### config.mk
export PLATFORM = sky130hd
export DESIGN_NAME = vga_timing_gen
export DESIGN_NICKNAME = d
export VERILOG_FILES = /design/src/rtl/vga_pkg.sv /design/src/rtl/vga_timing_gen.sv
export SDC_FILE = /design/constraint.sdc
export NUM_CORES = 1
export LEC_CHECK = 0
export CAP_MARGIN = 20
export CORE_UTILIZATION = 35
export DETAILED_ROUTE_END_ITERATION = 7
export GPL_ROUTABILITY_DRIVEN = 0
export MAX_ROUTING_LAYER = met4
export PLACE_DENSITY = 0.62
export SYNTH_ARGS = -nofsm -noshare
export SYNTH_HDL_FRONTEND = slang
export SYNTH_SLANG_ARGS = --single-unit
### constraint.sdc
create_clock -name vga_clk -period 3.85 [get_ports vga_clk]
set_clock_uncertainty 0.1 [all_clocks]
set_input_delay 1.155 -clock vga_clk [delete_from_list [all_inputs] [get_ports vga_clk]]
set_output_delay 1.155 -clock vga_clk [all_outputs]
set_load 0.1 [all_outputs]
### src/rtl/vga_pkg.sv
// rtl/vga_pkg.sv - 640x480@60 raster timing constants shared by the timing generator and renderers
package vga_pkg;

  localparam int unsigned COORD_W = 10;

  localparam int unsigned H_VISIBLE = 640;
  localparam int unsigned H_FRONT   = 16;
  localparam int unsigned H_SYNC    = 96;
  localparam int unsigned H_BACK    = 48;

  localparam int unsigned V_VISIBLE = 480;
  localparam int unsigned V_FRONT   = 10;
  localparam int unsigned V_SYNC    = 2;
  localparam int unsigned V_BACK    = 33;

  localparam int unsigned H_TOTAL = H_VISIBLE + H_FRONT + H_SYNC + H_BACK;
  localparam int unsigned V_TOTAL = V_VISIBLE + V_FRONT + V_SYNC + V_BACK;

  // Half-open window test lo <= v < hi on raster coordinates.
  function automatic logic in_window(input logic [COORD_W-1:0] v,
                                     input logic [COORD_W-1:0] lo,
                                     input logic [COORD_W-1:0] hi);
    return (v >= lo) && (v < hi);
  endfunction

endpackage

### src/rtl/vga_timing_gen.sv
// rtl/vga_timing_gen.sv - pixel/line counters with registered sync, blank and coordinate outputs
module vga_timing_gen
  import vga_pkg::*;
#(
  parameter int unsigned H_VISIBLE = vga_pkg::H_VISIBLE,
  parameter int unsigned H_FRONT   = vga_pkg::H_FRONT,
  parameter int unsigned H_SYNC    = vga_pkg::H_SYNC,
  parameter int unsigned H_BACK    = vga_pkg::H_BACK,
  parameter int unsigned V_VISIBLE = vga_pkg::V_VISIBLE,
  parameter int unsigned V_FRONT   = vga_pkg::V_FRONT,
  parameter int unsigned V_SYNC    = vga_pkg::V_SYNC,
  parameter int unsigned V_BACK    = vga_pkg::V_BACK
) (
  input  logic               vga_clk,
  input  logic               reset,
  output logic               hs,
  output logic               vs,
  output logic               blank,
  output logic [COORD_W-1:0] DrawX,
  output logic [COORD_W-1:0] DrawY,
  output logic               frame_start,
  output logic               line_start
);

  localparam int unsigned H_TOT = H_VISIBLE + H_FRONT + H_SYNC + H_BACK;
  localparam int unsigned V_TOT = V_VISIBLE + V_FRONT + V_SYNC + V_BACK;

  if (H_TOT > 1024 || V_TOT > 1024) begin : g_range_check
    $error("vga_timing_gen: H_TOTAL/V_TOTAL exceed the 10-bit counter range");
  end

  localparam logic [COORD_W-1:0] H_LAST   = COORD_W'(H_TOT - 1);
  localparam logic [COORD_W-1:0] V_LAST   = COORD_W'(V_TOT - 1);
  localparam logic [COORD_W-1:0] H_VIS    = COORD_W'(H_VISIBLE);
  localparam logic [COORD_W-1:0] V_VIS    = COORD_W'(V_VISIBLE);
  localparam logic [COORD_W-1:0] HS_START = COORD_W'(H_VISIBLE + H_FRONT);
  localparam logic [COORD_W-1:0] HS_END   = COORD_W'(H_VISIBLE + H_FRONT + H_SYNC);
  localparam logic [COORD_W-1:0] VS_START = COORD_W'(V_VISIBLE + V_FRONT);
  localparam logic [COORD_W-1:0] VS_END   = COORD_W'(V_VISIBLE + V_FRONT + V_SYNC);

  logic [COORD_W-1:0] hc_q, hc_d;
  logic [COORD_W-1:0] vc_q, vc_d;
  logic               hs_q, hs_d;
  logic               vs_q, vs_d;
  logic               blank_q, blank_d;
  logic               frame_start_q, frame_start_d;
  logic               line_start_q, line_start_d;
  logic               h_wrap;

  // Decode from the next counter values so every output flop moves on the
  // same edge as the counters and DrawX/DrawY stay coherent with the flags.
  always_comb begin
    h_wrap = (hc_q == H_LAST);
    hc_d   = h_wrap ? '0 : hc_q + 1'b1;
    vc_d   = vc_q;
    if (h_wrap) begin
      vc_d = (vc_q == V_LAST) ? '0 : vc_q + 1'b1;
    end

    blank_d       = (hc_d < H_VIS) && (vc_d < V_VIS);
    hs_d          = !in_window(hc_d, HS_START, HS_END);
    vs_d          = !in_window(vc_d, VS_START, VS_END);
    line_start_d  = (hc_d == '0);
    frame_start_d = (hc_d == '0) && (vc_d == '0);
  end

  // Reset parks on the last pixel of the frame so release lands on (0,0).
  always_ff @(posedge vga_clk) begin
    if (reset) begin
      hc_q          <= H_LAST;
      vc_q          <= V_LAST;
      hs_q          <= 1'b1;
      vs_q          <= 1'b1;
      blank_q       <= 1'b0;
      frame_start_q <= 1'b0;
      line_start_q  <= 1'b0;
    end else begin
      hc_q          <= hc_d;
      vc_q          <= vc_d;
      hs_q          <= hs_d;
      vs_q          <= vs_d;
      blank_q       <= blank_d;
      frame_start_q <= frame_start_d;
      line_start_q  <= line_start_d;
    end
  end

  assign DrawX       = hc_q;
  assign DrawY       = vc_q;
  assign hs          = hs_q;
  assign vs          = vs_q;
  assign blank       = blank_q;
  assign frame_start = frame_start_q;
  assign line_start  = line_start_q;

endmodule
==> metrics.txt <==
# fillers=462; WL final=4090 µm; Final Non-Filler Cells=around 270; initial antenna violation count=0; commonest non-fill, non-tap cell in the layout=buf_4; synth unique cells=53; area of the multi-input gates=1000 µm²; CP Class=reg -> reg; endpoint class of the critical path=register; Syn Std Cell Area=1630 µm²; crit path cell chain=ha_1, and4_1, nand4_2, nor2_2, a32oi_1, o21ai_0, nand3_1; outcome=completed; Final ANT Viol Nets=0; crit path max fanout=10; Post-Syn Instances=201; cell accounting for the most synthesized area=dfxtp_1; Die Span Y=70.2 µm; clock-pin slew on the worst setup and hold paths=0.08 ns; Iteration-0 DRC Markers=119; Seq/Total Area, Yosys=30.7%; pin count of the biggest net entering global routing=15; number of synthesized flops with an enable pin=0; row count=24; Worst-Margin Slew=0.516 ns; NumNets Final=220; post-cts hold buffer count=0; Via Count=1552; worst skew pair latency=between 0.2 and 0.3 ns; post-DR wirelength/cell=15.4 µm; DRC=0; first-pass GRT wire length=between 6000 and 7000 µm; CTS tree=built; cts bufs inserted=3; All-Layer GR Usage=17.0%; YS warnings=0; Slew HR=65.5%; die width=70.2 µm; Crit path arrival time=about 2.7 ns; vias in the first global route=1258; initial cell density of the core=36.9%; Post-DP HPWL=2950 µm; VDD IR-drop max=just under 0.4 mV; Resized cells post-CTS=0; # setup viols final=0; slowest CP cell=nor2_2; # IOs=27; setup slack, reg-to-reg=1.22 ns; CP startpoint kind=register; Clock Sinks=25; core area=4410 µm²; fin crit share=68.4%; Clock Tree Buf Depth=2; Buf/Inv on CP=0; maximum capacitance violations=0; die area=4930 µm²; setup TNS=0 ns; RSZ-0062 raised after global routing=false; vias per cell=5.83; storage element area=500 µm²; CP delay by family, top=simple AND/OR/NAND/NOR gates; syn_nets=206; Synth area leaders=dfxtp_1 (31%), o21ai_0 (4.6%), xnor2_1 (4.3%); CTS H-tree depth=1; Static Leak=0.642 nW; layout cell share with drive strength beyond 1=19.6%; IO buf count=26; commonest cells after routing, fill and taps aside=buf_4 (26), dfxtp_1 (25), nor2_1 (16), o21ai_0 (15), nand2_1 (15); Ant. Diodes=0; Primary FF master, synth=dfxtp_1; DR pass1 iterations=4; Hold Crit Class=reg -> reg; max-slew violation count=0; Cell Pwr Density=~870 nW/µm²; flop and latch count out of synthesis=25; ys async rst share=0%; global route overflow=0; synthesis-to-finish area growth=12.9%; Peak Freq=380 MHz; Setup Fix Bufs, Post-CTS=0; top cell type's share of synthesized area=30.7%; Hold Fails Final Rpt=0; WP data required=around 4 ns; root buf cell=clkbuf_8; Period minus WS final=2.63 ns; crit-path max cell delay=0.45 ns; Syn Area/Cell=8.10 µm²; dpl cells=around 260
-- stage by stage --
stage                     area (µm²)  total power [mW]  hold slack, ns  utilization [%]  setup slack [ns]
after floorplan                 1630              1.29           0.832                -             0.886
after global placement          1790              1.45           0.470             40.6              1.06
after detailed placement        1790              1.45           0.455             40.6              1.01
after CTS                       1840              1.60           0.475             41.6              1.23
after global routing            1840              1.70           0.495             41.6             0.970
final                           1840              1.60           0.473             41.6              1.22
-- worst reg2reg max path, cell delays in order, from the launching register on --
cell     delay (ns)
dfxtp_1        0.42
ha_1           0.32
and4_1         0.37
nand4_2        0.33
nor2_2         0.45
a32oi_1        0.16
o21ai_0        0.26
nand3_1        0.10
-- synthesized netlist by cell type (2+ instances only) --
master,n
o31a_1,2
nand4_1,3
a32oi_1,3
o211ai_1,3
a21oi_1,6
a31oi_1,6
a211o_1,2
inv_1,5
or3_1,2
and4_1,5
nand3_1,12
xor2_1,3
a211oi_1,3
clkbuf_1,6
o21ai_1,2
nor2_1,16
ha_1,3
o21ai_0,15
buf_2,6
buf_4,4
dfxtp_1,25
a41oi_1,2
nand4b_1,2
nand2_1,15
buf_6,2
and3_1,4
xnor2_1,8
nor2b_1,2
nor3_1,7
a22oi_1,4
-- cell families (layout without fill, tap and decap cells) --
family	Yosys count	count (layout)	synth area share, %
simple gates	82	82	28.5
compound gates	57	57	24.9
buf+inv	23	36	7.61
xor+xnor	11	11	5.92
fa+ha+maj	3	3	2.31
flops	25	25	30.7
-- power breakdown --
part | internal, mW | switching (mW)
logic | 0.291 | 0.709
registers | 0.313 | 0.137
clock network | 0.0739 | 0.0789
-- worst paths after layout --
kind | end | from | cells after the start
min reg2reg | DrawX[0]$_SDFF_PP1_ | DrawX[0]$_SDFF_PP1_ | 1
min | DrawX[0]$_SDFF_PP1_ | DrawX[0]$_SDFF_PP1_ | 1
max reg2reg | vs$_SDFF_PP1_ | DrawX[0]$_SDFF_PP1_ | 7
max | vs$_SDFF_PP1_ | DrawX[0]$_SDFF_PP1_ | 7
-- per-layer routing --
layer  GRT usage, %  part of all wire, %  up-vias
met5              -                    0        -
met4           2.67                 0.51        0
met3           3.32                  4.3        2
met2           23.2                   43       43
met1           26.0                   52      725
li1               -                    -      782
-- layout make-up --
class	instances	area share, %
repair buffers	27	11.2
well taps	52	3.54
inverters	5	1.02
flip-flops and latches	25	27.2
multi-input cells	153	54.6
clock buffers	4	2.45
-- flip-flops by register name, summed over array words and instances, names as in the netlist --
| name | cells |
|---|---|
| DrawX | 10 |
| frame_start | 1 |
| line_start | 1 |
| hs | 1 |
| blank | 1 |
| vs | 1 |
| DrawY | 10 |
No activity file was read; power rests on OpenSTA's default activity.
